==> src/rtl/regfile_pkg.sv <==
// Shared widths, address types and helpers for the
// register-file read side and its scoreboard.
package regfile_pkg;

  localparam int XLEN  = 32;
  localparam int NREGS = 32;
  localparam int AW    = $clog2(NREGS);

  typedef logic [XLEN-1:0]  xlen_t;
  typedef logic [AW-1:0]    raddr_t;
  typedef logic [NREGS-1:0] regmask_t;

  localparam raddr_t REG_ZERO = '0;

  function automatic regmask_t onehot(raddr_t a);
    onehot = regmask_t'(1) << a;
  endfunction

endpackage

==> src/rtl/regfile_if.sv <==
// Issue, operand and write-back bundle between decode,
// the register-file read side and retire.
interface regfile_if;
  import regfile_pkg::*;

  logic     iss_valid;
  logic     iss_ready;
  raddr_t   iss_rs1;
  raddr_t   iss_rs2;
  raddr_t   iss_rd;
  logic     iss_rd_we;
  logic     op_valid;
  xlen_t    op_rs1_data;
  xlen_t    op_rs2_data;
  logic     wb_en;
  raddr_t   wb_addr;
  xlen_t    wb_data;
  regmask_t busy_vec;

  modport master (
    output iss_valid, iss_rs1, iss_rs2,
    output iss_rd, iss_rd_we,
    output wb_en, wb_addr, wb_data,
    input  iss_ready, op_valid,
    input  op_rs1_data, op_rs2_data,
    input  busy_vec
  );

  modport slave (
    input  iss_valid, iss_rs1, iss_rs2,
    input  iss_rd, iss_rd_we,
    input  wb_en, wb_addr, wb_data,
    output iss_ready, op_valid,
    output op_rs1_data, op_rs2_data,
    output busy_vec
  );

endinterface

==> src/rtl/regfile_scoreboard.sv <==
// Per-register busy bits with same-cycle write-back
// clearing and RAW/WAW issue gating.
module regfile_scoreboard
  import regfile_pkg::*;
(
  input  logic     clk,
  input  logic     rst_n,
  input  logic     iss_valid,
  input  raddr_t   iss_rs1,
  input  raddr_t   iss_rs2,
  input  raddr_t   iss_rd,
  input  logic     iss_rd_we,
  input  logic     wb_en,
  input  raddr_t   wb_addr,
  output logic     iss_ready,
  output regmask_t busy_vec
);

  regmask_t busy_q;
  regmask_t busy_d;
  regmask_t wb_hit;
  regmask_t eff_busy;
  logic     accept;

  always_comb begin
    wb_hit   = wb_en ? onehot(wb_addr) : '0;
    eff_busy = busy_q & ~wb_hit;
    iss_ready = !eff_busy[iss_rs1]
             && !eff_busy[iss_rs2]
             && !(iss_rd_we && eff_busy[iss_rd]);
    accept = iss_valid && iss_ready;
    busy_d = eff_busy;
    // set applied after clear: a new producer wins
    if (accept && iss_rd_we && iss_rd != REG_ZERO)
      busy_d = busy_d | onehot(iss_rd);
    busy_d[0] = 1'b0;
  end

  always_ff @(posedge clk or negedge rst_n) begin
    if (!rst_n) busy_q <= '0;
    else        busy_q <= busy_d;
  end

  assign busy_vec = busy_q;

endmodule

==> src/rtl/regfile_reader.sv <==
// Register storage, write-back bypass and registered
// operand outputs for two-source issue.
module regfile_reader
  import regfile_pkg::*;
(
  input  logic     clk,
  input  logic     rst_n,
  regfile_if.slave bus
);

  xlen_t mem [NREGS];
  xlen_t rs1_val;
  xlen_t rs2_val;
  xlen_t op1_q;
  xlen_t op2_q;
  logic  op_valid_q;
  logic  accept;

  regfile_scoreboard u_sb (
    .clk       (clk),
    .rst_n     (rst_n),
    .iss_valid (bus.iss_valid),
    .iss_rs1   (bus.iss_rs1),
    .iss_rs2   (bus.iss_rs2),
    .iss_rd    (bus.iss_rd),
    .iss_rd_we (bus.iss_rd_we),
    .wb_en     (bus.wb_en),
    .wb_addr   (bus.wb_addr),
    .iss_ready (bus.iss_ready),
    .busy_vec  (bus.busy_vec)
  );

  assign accept = bus.iss_valid && bus.iss_ready;

  always_comb begin
    rs1_val = mem[bus.iss_rs1];
    if (bus.wb_en && bus.wb_addr == bus.iss_rs1)
      rs1_val = bus.wb_data;
    if (bus.iss_rs1 == REG_ZERO)
      rs1_val = '0;
    rs2_val = mem[bus.iss_rs2];
    if (bus.wb_en && bus.wb_addr == bus.iss_rs2)
      rs2_val = bus.wb_data;
    if (bus.iss_rs2 == REG_ZERO)
      rs2_val = '0;
  end

  always_ff @(posedge clk or negedge rst_n) begin
    if (!rst_n) begin
      for (int i = 0; i < NREGS; i++)
        mem[i] <= '0;
    end else if (bus.wb_en && bus.wb_addr != REG_ZERO) begin
      mem[bus.wb_addr] <= bus.wb_data;
    end
  end

  always_ff @(posedge clk or negedge rst_n) begin
    if (!rst_n) begin
      op_valid_q <= 1'b0;
      op1_q      <= '0;
      op2_q      <= '0;
    end else begin
      op_valid_q <= accept;
      if (accept) begin
        op1_q <= rs1_val;
        op2_q <= rs2_val;
      end
    end
  end

  assign bus.op_valid    = op_valid_q;
  assign bus.op_rs1_data = op1_q;
  assign bus.op_rs2_data = op2_q;

endmodule

==> src/flat_wrapper.sv <==
// flat-port wrapper written by rule: the top's interface ports become plain ports
module regfile_reader_flat import regfile_pkg::*;
  (clk, rst_n, bus_iss_valid, bus_iss_rs1, bus_iss_rs2, bus_iss_rd, bus_iss_rd_we, bus_wb_en, bus_wb_addr, bus_wb_data, bus_iss_ready, bus_op_valid, bus_op_rs1_data, bus_op_rs2_data, bus_busy_vec);
  regfile_if bus_i ();
  input  logic clk;
  input  logic rst_n;
  input wire logic [$bits(bus_i.iss_valid)-1:0] bus_iss_valid;
  input wire logic [$bits(bus_i.iss_rs1)-1:0] bus_iss_rs1;
  input wire logic [$bits(bus_i.iss_rs2)-1:0] bus_iss_rs2;
  input wire logic [$bits(bus_i.iss_rd)-1:0] bus_iss_rd;
  input wire logic [$bits(bus_i.iss_rd_we)-1:0] bus_iss_rd_we;
  input wire logic [$bits(bus_i.wb_en)-1:0] bus_wb_en;
  input wire logic [$bits(bus_i.wb_addr)-1:0] bus_wb_addr;
  input wire logic [$bits(bus_i.wb_data)-1:0] bus_wb_data;
  output wire logic [$bits(bus_i.iss_ready)-1:0] bus_iss_ready;
  output wire logic [$bits(bus_i.op_valid)-1:0] bus_op_valid;
  output wire logic [$bits(bus_i.op_rs1_data)-1:0] bus_op_rs1_data;
  output wire logic [$bits(bus_i.op_rs2_data)-1:0] bus_op_rs2_data;
  output wire logic [$bits(bus_i.busy_vec)-1:0] bus_busy_vec;
  assign bus_i.iss_valid = bus_iss_valid;
  assign bus_i.iss_rs1 = bus_iss_rs1;
  assign bus_i.iss_rs2 = bus_iss_rs2;
  assign bus_i.iss_rd = bus_iss_rd;
  assign bus_i.iss_rd_we = bus_iss_rd_we;
  assign bus_i.wb_en = bus_wb_en;
  assign bus_i.wb_addr = bus_wb_addr;
  assign bus_i.wb_data = bus_wb_data;
  assign bus_iss_ready = bus_i.iss_ready;
  assign bus_op_valid = bus_i.op_valid;
  assign bus_op_rs1_data = bus_i.op_rs1_data;
  assign bus_op_rs2_data = bus_i.op_rs2_data;
  assign bus_busy_vec = bus_i.busy_vec;
  regfile_reader u_core (.clk(clk), .rst_n(rst_n), .bus(bus_i));
endmodule
==> config.mk <==
export PLATFORM = sky130hd
export DESIGN_NAME = regfile_reader_flat
export DESIGN_NICKNAME = d
export VERILOG_FILES = /design/src/rtl/regfile_pkg.sv /design/src/rtl/regfile_if.sv /design/src/rtl/regfile_scoreboard.sv /design/src/rtl/regfile_reader.sv /design/src/flat_wrapper.sv
export SDC_FILE = /design/constraint.sdc
export NUM_CORES = 2
export LEC_CHECK = 0
export BUFFER_PORTS_ARGS = -buffer_cell sky130_fd_sc_hd__clkbuf_2
export CORE_MARGIN = 3
export CORE_UTILIZATION = 35
export CTS_CLUSTER_SIZE = 24
export DETAILED_ROUTE_END_ITERATION = 8
export GPL_TIMING_DRIVEN = 0
export PLACE_DENSITY = 0.5
export SLEW_MARGIN = 20
export SYNTH_ARGS = -nofsm -noshare
export SYNTH_HDL_FRONTEND = slang
export SYNTH_SLANG_ARGS = --single-unit
==> constraint.sdc <==
create_clock -name clk -period 5.6 [get_ports clk]
set_input_delay 0.84 -clock clk [delete_from_list [all_inputs] [get_ports clk]]
set_output_delay 0.84 -clock clk [all_outputs]
set_load 0.05 [all_outputs]
=== Yosys cells after proc, flatten, opt, wreduce, memory -nomap -nowiden ===
Cells that the tools add are included.
Widths: inputs -> output; s select.

* Register bits after elaboration: 1120
* Output and inout bits: 98

* $lt $le $gt $ge: 7
* Eq/ne operators: 2
* Shift operators: 2
* Multiplexer cells: 21
* Bitwise logic cells: 6
* Reductions and logical operators: 17

{| class="wikitable"
|+ Operators with widths
! kind !! number
|-
| $bwmux 1024 || 1
|-
| $mux 32 || 11
|-
| $bmux 32 s5 || 2
|-
| $demux 32 s5 || 1
|-
| $shl 1x5->32 const A || 2
|-
| $and 32x32->32 || 1
|-
| $not 32->32 || 1
|-
| $or 32x32->32 || 1
|-
| $ge 6x6->1 const B || 3
|-
| $lt 5x6->1 const B || 3
|-
| $not 5->6 || 3
|-
| $bmux 1 s5 || 3
|-
| $eq 5x5->1 || 2
|-
| $logic_and 1x1->1 || 10
|-
| $logic_not 5->1 || 2
|-
| $reduce_bool 5->1 || 2
|-
| $lt 6x1->1 const B || 1
|-
| $logic_not 1->1 || 3
|-
| $mux 1 || 3
|}

=== Logic depth before layout (Yosys ltp) ===
* Word-level depth: 13
* Gate-level depth with buffers: 13
* Gate-level depth less buffers: 8

=== Cells and area by module ===
From an unflattened synthesis, not the netlist that was laid out.

* Cells, all modules: 4022
* Area, all modules: 59061.6 µm²

{| class="wikitable"
|+ By module, submodules not included
! module !! times used !! cells each !! area each (µm²) !! seq. area each (µm²)
|-
| regfile_reader || 1 || 3722 || 56375.3 || 27251.1
|-
| regfile_scoreboard || 1 || 300 || 2686.3 || 775.7
|}

=== Least setup slack after synthesis ===
OpenSTA, ideal clock, no wires.

* Kind: input -> output
* Start point: in bus_wb_addr[4]
* End point: out bus_iss_ready
* Data arrival time: 2.947 ns
* Data required time: 4.760 ns
* Slack: 1.813 ns
* Cell stages on the path: 10
* Path buffers: 3
* Path through: buf_2 or2_2 buf_2 or2_1 buf_2 nand4_1 o41ai_1 o311a_1 a32oi_2 and3_1

* Word-level cells in the longest chain between the ends: 9
* Elaborated cells on any way between the ends: 16
* Those cells by class: shift (1); mux (7); bitwise (2); reduce/logical (6)

{| class="wikitable"
|+ RTL lines
! what !! RTL line !! RTL
|-
| start, declared || flat_wrapper.sv:13 || <nowiki>input wire logic [$bits(bus_i.wb_addr)-1:0] bus_wb_addr;</nowiki>
|-
| $shl 1x5->32 * || regfile_pkg.sv:16 || <nowiki>onehot = regmask_t'(1) << a;</nowiki>
|-
| $mux 32 * || regfile_scoreboard.sv:26 || <nowiki>wb_hit = wb_en ? onehot(wb_addr) : '0;</nowiki>
|-
| $not 32->32 * || regfile_scoreboard.sv:27 || <nowiki>eff_busy = busy_q & ~wb_hit;</nowiki>
|-
| $and 32x32->32 * || regfile_scoreboard.sv:27 ||
|-
| $bmux 1 s5, on equally long branches || regfile_scoreboard.sv:28, regfile_scoreboard.sv:29, regfile_scoreboard.sv:30 ||
|-
| $mux 1, on equally long branches || regfile_scoreboard.sv:28, regfile_scoreboard.sv:29, regfile_scoreboard.sv:30 ||
|-
| $logic_not 1->1, or another cell as far along || regfile_scoreboard.sv:28 || <nowiki>iss_ready = !eff_busy[iss_rs1]</nowiki>
|-
| $logic_and 1x1->1 / $logic_not 1->1 (equally long branches) || regfile_scoreboard.sv:29, regfile_scoreboard.sv:30 ||
|-
| $logic_and 1x1->1 * || regfile_scoreboard.sv:30 || <nowiki>&& !(iss_rd_we && eff_busy[iss_rd]);</nowiki>
|-
| end, declared || flat_wrapper.sv:15 || <nowiki>output wire logic [$bits(bus_i.iss_ready)-1:0] bus_iss_ready;</nowiki>
|}

Every way passes the cells marked *; elsewhere a longest branch is shown, timed or not. The select of a mux whose other input is x is not followed.

=== Final worst setup path ===
* Start point: in bus_wb_addr[3]
* End point: out bus_iss_ready

The elaborated chain is that of the path after synthesis.

==> impl_metrics.yaml <==
global_routing:
  grt_pass1_vias: 39716
  grt_max_degree: 85
  track_usage_pct: 26.4
  grt_pass1_wl_mm: 321
  antenna_found_initial: 5
  overflow: 0
worst_setup_path:
  crit_arrival_ns: 4.75
  endpoint_kind: "primary output"
  crit_path_cell_trace: "clkbuf_2 > buf_2 > nand2_1 > clkbuf_1 > nor2_1 > nand3b_1 > o211ai_1 > nand4b_1 > a32oi_2 > and3_1 > clkbuf_2"
  cp_num_buf_inv: 4
  required_ns: 4.76
  crit_top_cell: "clkbuf_2"
  crit_family: "simple AND/OR/NAND/NOR gates"
  cp_slowest_cell: "nor2_1"
  cp-start-kind: "input pin"
  crit_fanout: 10
  slowest_delay_ns: 1.02
  crit_type: "in2out"
placement:
  dp_hpwl_mm: 166
  pre_cts_ws_ns: -0.538
  dpl_cell_area_um2: 63500
  port_buffers: 145
  routabilityCongestion: 0.910
yosys:
  ys_types: 65
  async_reset_ff_share_pct: 100
  post-synth-top-count-cell: "dfrtp_1"
  yosys_warnings: 0
  synth_top_flop_cell: "dfrtp_1"
  synthMuxAreaShare_pct: 44.6
  synth_top_family_by_area: "multiplexers"
  synth_compound_gate_area_share_pct: 2.10
  syn_nets: 3912
  synth_edf_count: 0
  yosys-top-cells-area: "dfrtp_1 47%, mux4_2 24%, mux2_2 19%, clkbuf_1 2.1%, nand2_1 1.5%"
  yosys.area.top_type: "dfrtp_1"
  ys_seq_area_share_pct: 47.3
  synth-xor-area-share_pct: 0.177
  avgSynthCellArea_um2: 15.4
  syn_area_um2: 59300
  netlist_top_cells_count: "1120 x dfrtp_1, 987 x mux2_2, 644 x mux4_2"
  synthAdderAreaFrac_pct: 0
  synth_top_area_share_pct: 47.3
  synth-seq-cells: 1120
  synth_cells: 3855
  yosys.area_share.simple_pct: 2.90
floorplanning:
  die_x_um: 417
  num_rows: 150
  die_height_um: 417
  fp.dieArea_um2: 174000
  placeableCoreArea_um2: 168000
  start_util_pct: 35.3
  ios: 155
status:
  outcome: "finished, final reports clean"
cells_and_area:
  fillers: 15592
  design_area_um2: 67900
  finalNetCount: 4218
  drive_gt1_share_pct: 51.0
  syn_to_final_growth_pct: 14.5
timing:
  finalHoldViolCount: 0
  slew_violations: 0
  fin_crit_sh_pct: 99.8
  period_needed_ns: 5.59
  whs_ns: 0.0940
  setup_ws_ns: 0.0102
  fin_skew_ns: 0.0272
  finalSetupViolations: 0
  worst_slew_pin_slew_ns: 1.24
  timing.fmax_ghz: 0.179
  slew_headroom_pct: 17.5
  rsz0062_at_grt: "no"
cts:
  clk_latency_ns: 0.77
  ctsHoldBuffers: 0
  cts_buffer_depth: 3
  h-tree-depth: 4
  numCtsBuffers: 136
  cts_sinks: 1120
  path_clk_slew_ns: 0.05
  tritoncts: "yes"
  cts.repair.resized: 0
  postCtsSetupRepairBufs: 0
  clockRootBuffer: "clkbuf_16"
drt:
  ant_nets: 0
  dr_total_vias: 38844
  first_iter_violations: 3790
  firstDrtPassIters: 7
  route.detailed.drc: 0
  viasPerCell: 6.00
  drt_wl_total_mm: 230
  wl_per_cell_um: 35.6
power_and_ir_drop:
  vdd_drop_max_uv: 262
  leakagePower_nw: 29.1
  powerDensity_nw_per_um2: 384
  p_total_mw: 26.1
flow_run:
  maxCapViolations: 0
worst_hold_path:
  min_path_type: "in2async"
[path summary, 6_finish.rpt]
check                                              startpoint                                     end  slack, ns  cells after the start
max                                            bus_wb_addr[3]                           bus_iss_ready       0.01                     11
min in group clk                                bus_iss_rd[2]      u_core.u_sb.busy_vec[16]$_DFF_PN0_       0.39                      2
max in group asynchronous                               rst_n            u_core.mem[1008]$_DFFE_PN0P_       3.08                      6
min reg2reg                      u_core.mem[1002]$_DFFE_PN0P_            u_core.mem[1002]$_DFFE_PN0P_       0.47                      1
max reg2reg                u_core.u_sb.busy_vec[12]$_DFF_PN0_  u_core.bus.op_rs1_data[10]$_DFFE_PN0P_       2.25                      9
min                                                     rst_n       u_core.u_sb.busy_vec[3]$_DFF_PN0_       0.09                      1
[cell type report]
class / instances / area (um2) / area share (%)
multi-input cells: 2291 / 29500 / 43.5
flip-flops and latches: 1120 / 28000 / 41.3
clock buffers: 199 / 4030 / 5.93
well taps: 2204 / 2760 / 4.06
plain buffers: 435 / 1820 / 2.69
repair buffers: 168 / 1270 / 1.88
clock inverters: 37 / 354 / 0.522
inverters: 9 / 33.8 / 0.0498
diodes: 6 / 15.0 / 0.0221
[per-stage QoR]
step	util (%)	TNS, ns	instances
after floorplan	-	0	3855
after global placement	37.4	-	6204
after detailed placement	37.8	-1.53	6227
after CTS	40.4	0	6463
after global routing	40.4	0	6466
final	40.4	0	6469
[where the power goes]
part           internal, mW  switching (mW)  total (mW)
sequential             9.73            1.15        10.9
clock                  5.16            3.66        8.82
combinational          3.19            3.15        6.35
total                  18.1            7.97        26.1
[registers in the layout (all words and copies together) (netlist names)]
name / cells
u_core.mem: 1024
u_core.bus.op_valid: 1
u_core.u_sb.busy_vec: 31
u_core.bus.op_rs1_data: 32
u_core.bus.op_rs2_data: 32
[logic make-up after synthesis]
| kind of cell | after synthesis |
|---|---|
| mux | 1711 |
| buf+inv | 444 |
| other cells | 1 |
| compound gates | 174 |
| flops | 1120 |
| simple gates | 393 |
| xor+xnor | 12 |
[worst reg2reg max path, delay by kind of cell, from the launching register on]
kind | cells | cell delay [ns]
multiplexers | 1 | 0.39
flip-flops | 1 | 0.43
AND/OR/NAND/NOR | 1 | 0.40
AO/OA/AOI/OAI | 5 | 1.34
buffers and inverters | 2 | 0.67
[metal layers]
metal	part of all wire, %	wire [um]	vias up	GRT usage [%]
met4	5.0	11600	0	11.7
li1	-	-	15507	-
met1	41	95100	21385	34.8
met2	47	109000	1505	42.0
met5	0	0	-	0
met3	6.6	15300	447	5.73
[placed cells by master (no fill, tap or decap), types with 21 or more instances in the layout]
cell type  count
clkbuf_2     208
o21ai_0       23
nand2_1      230
clkbuf_16    140
clkbuf_8      31
clkbuf_1     292
mux4_2       644
clkinv_2      21
o31ai_1       31
dfrtp_1     1120
a211oi_1      63
buf_2         77
mux2_2       987
nor2_1        90
buf_1         29
mux2i_1       72
No activity file was read; power rests on OpenSTA's default activity.
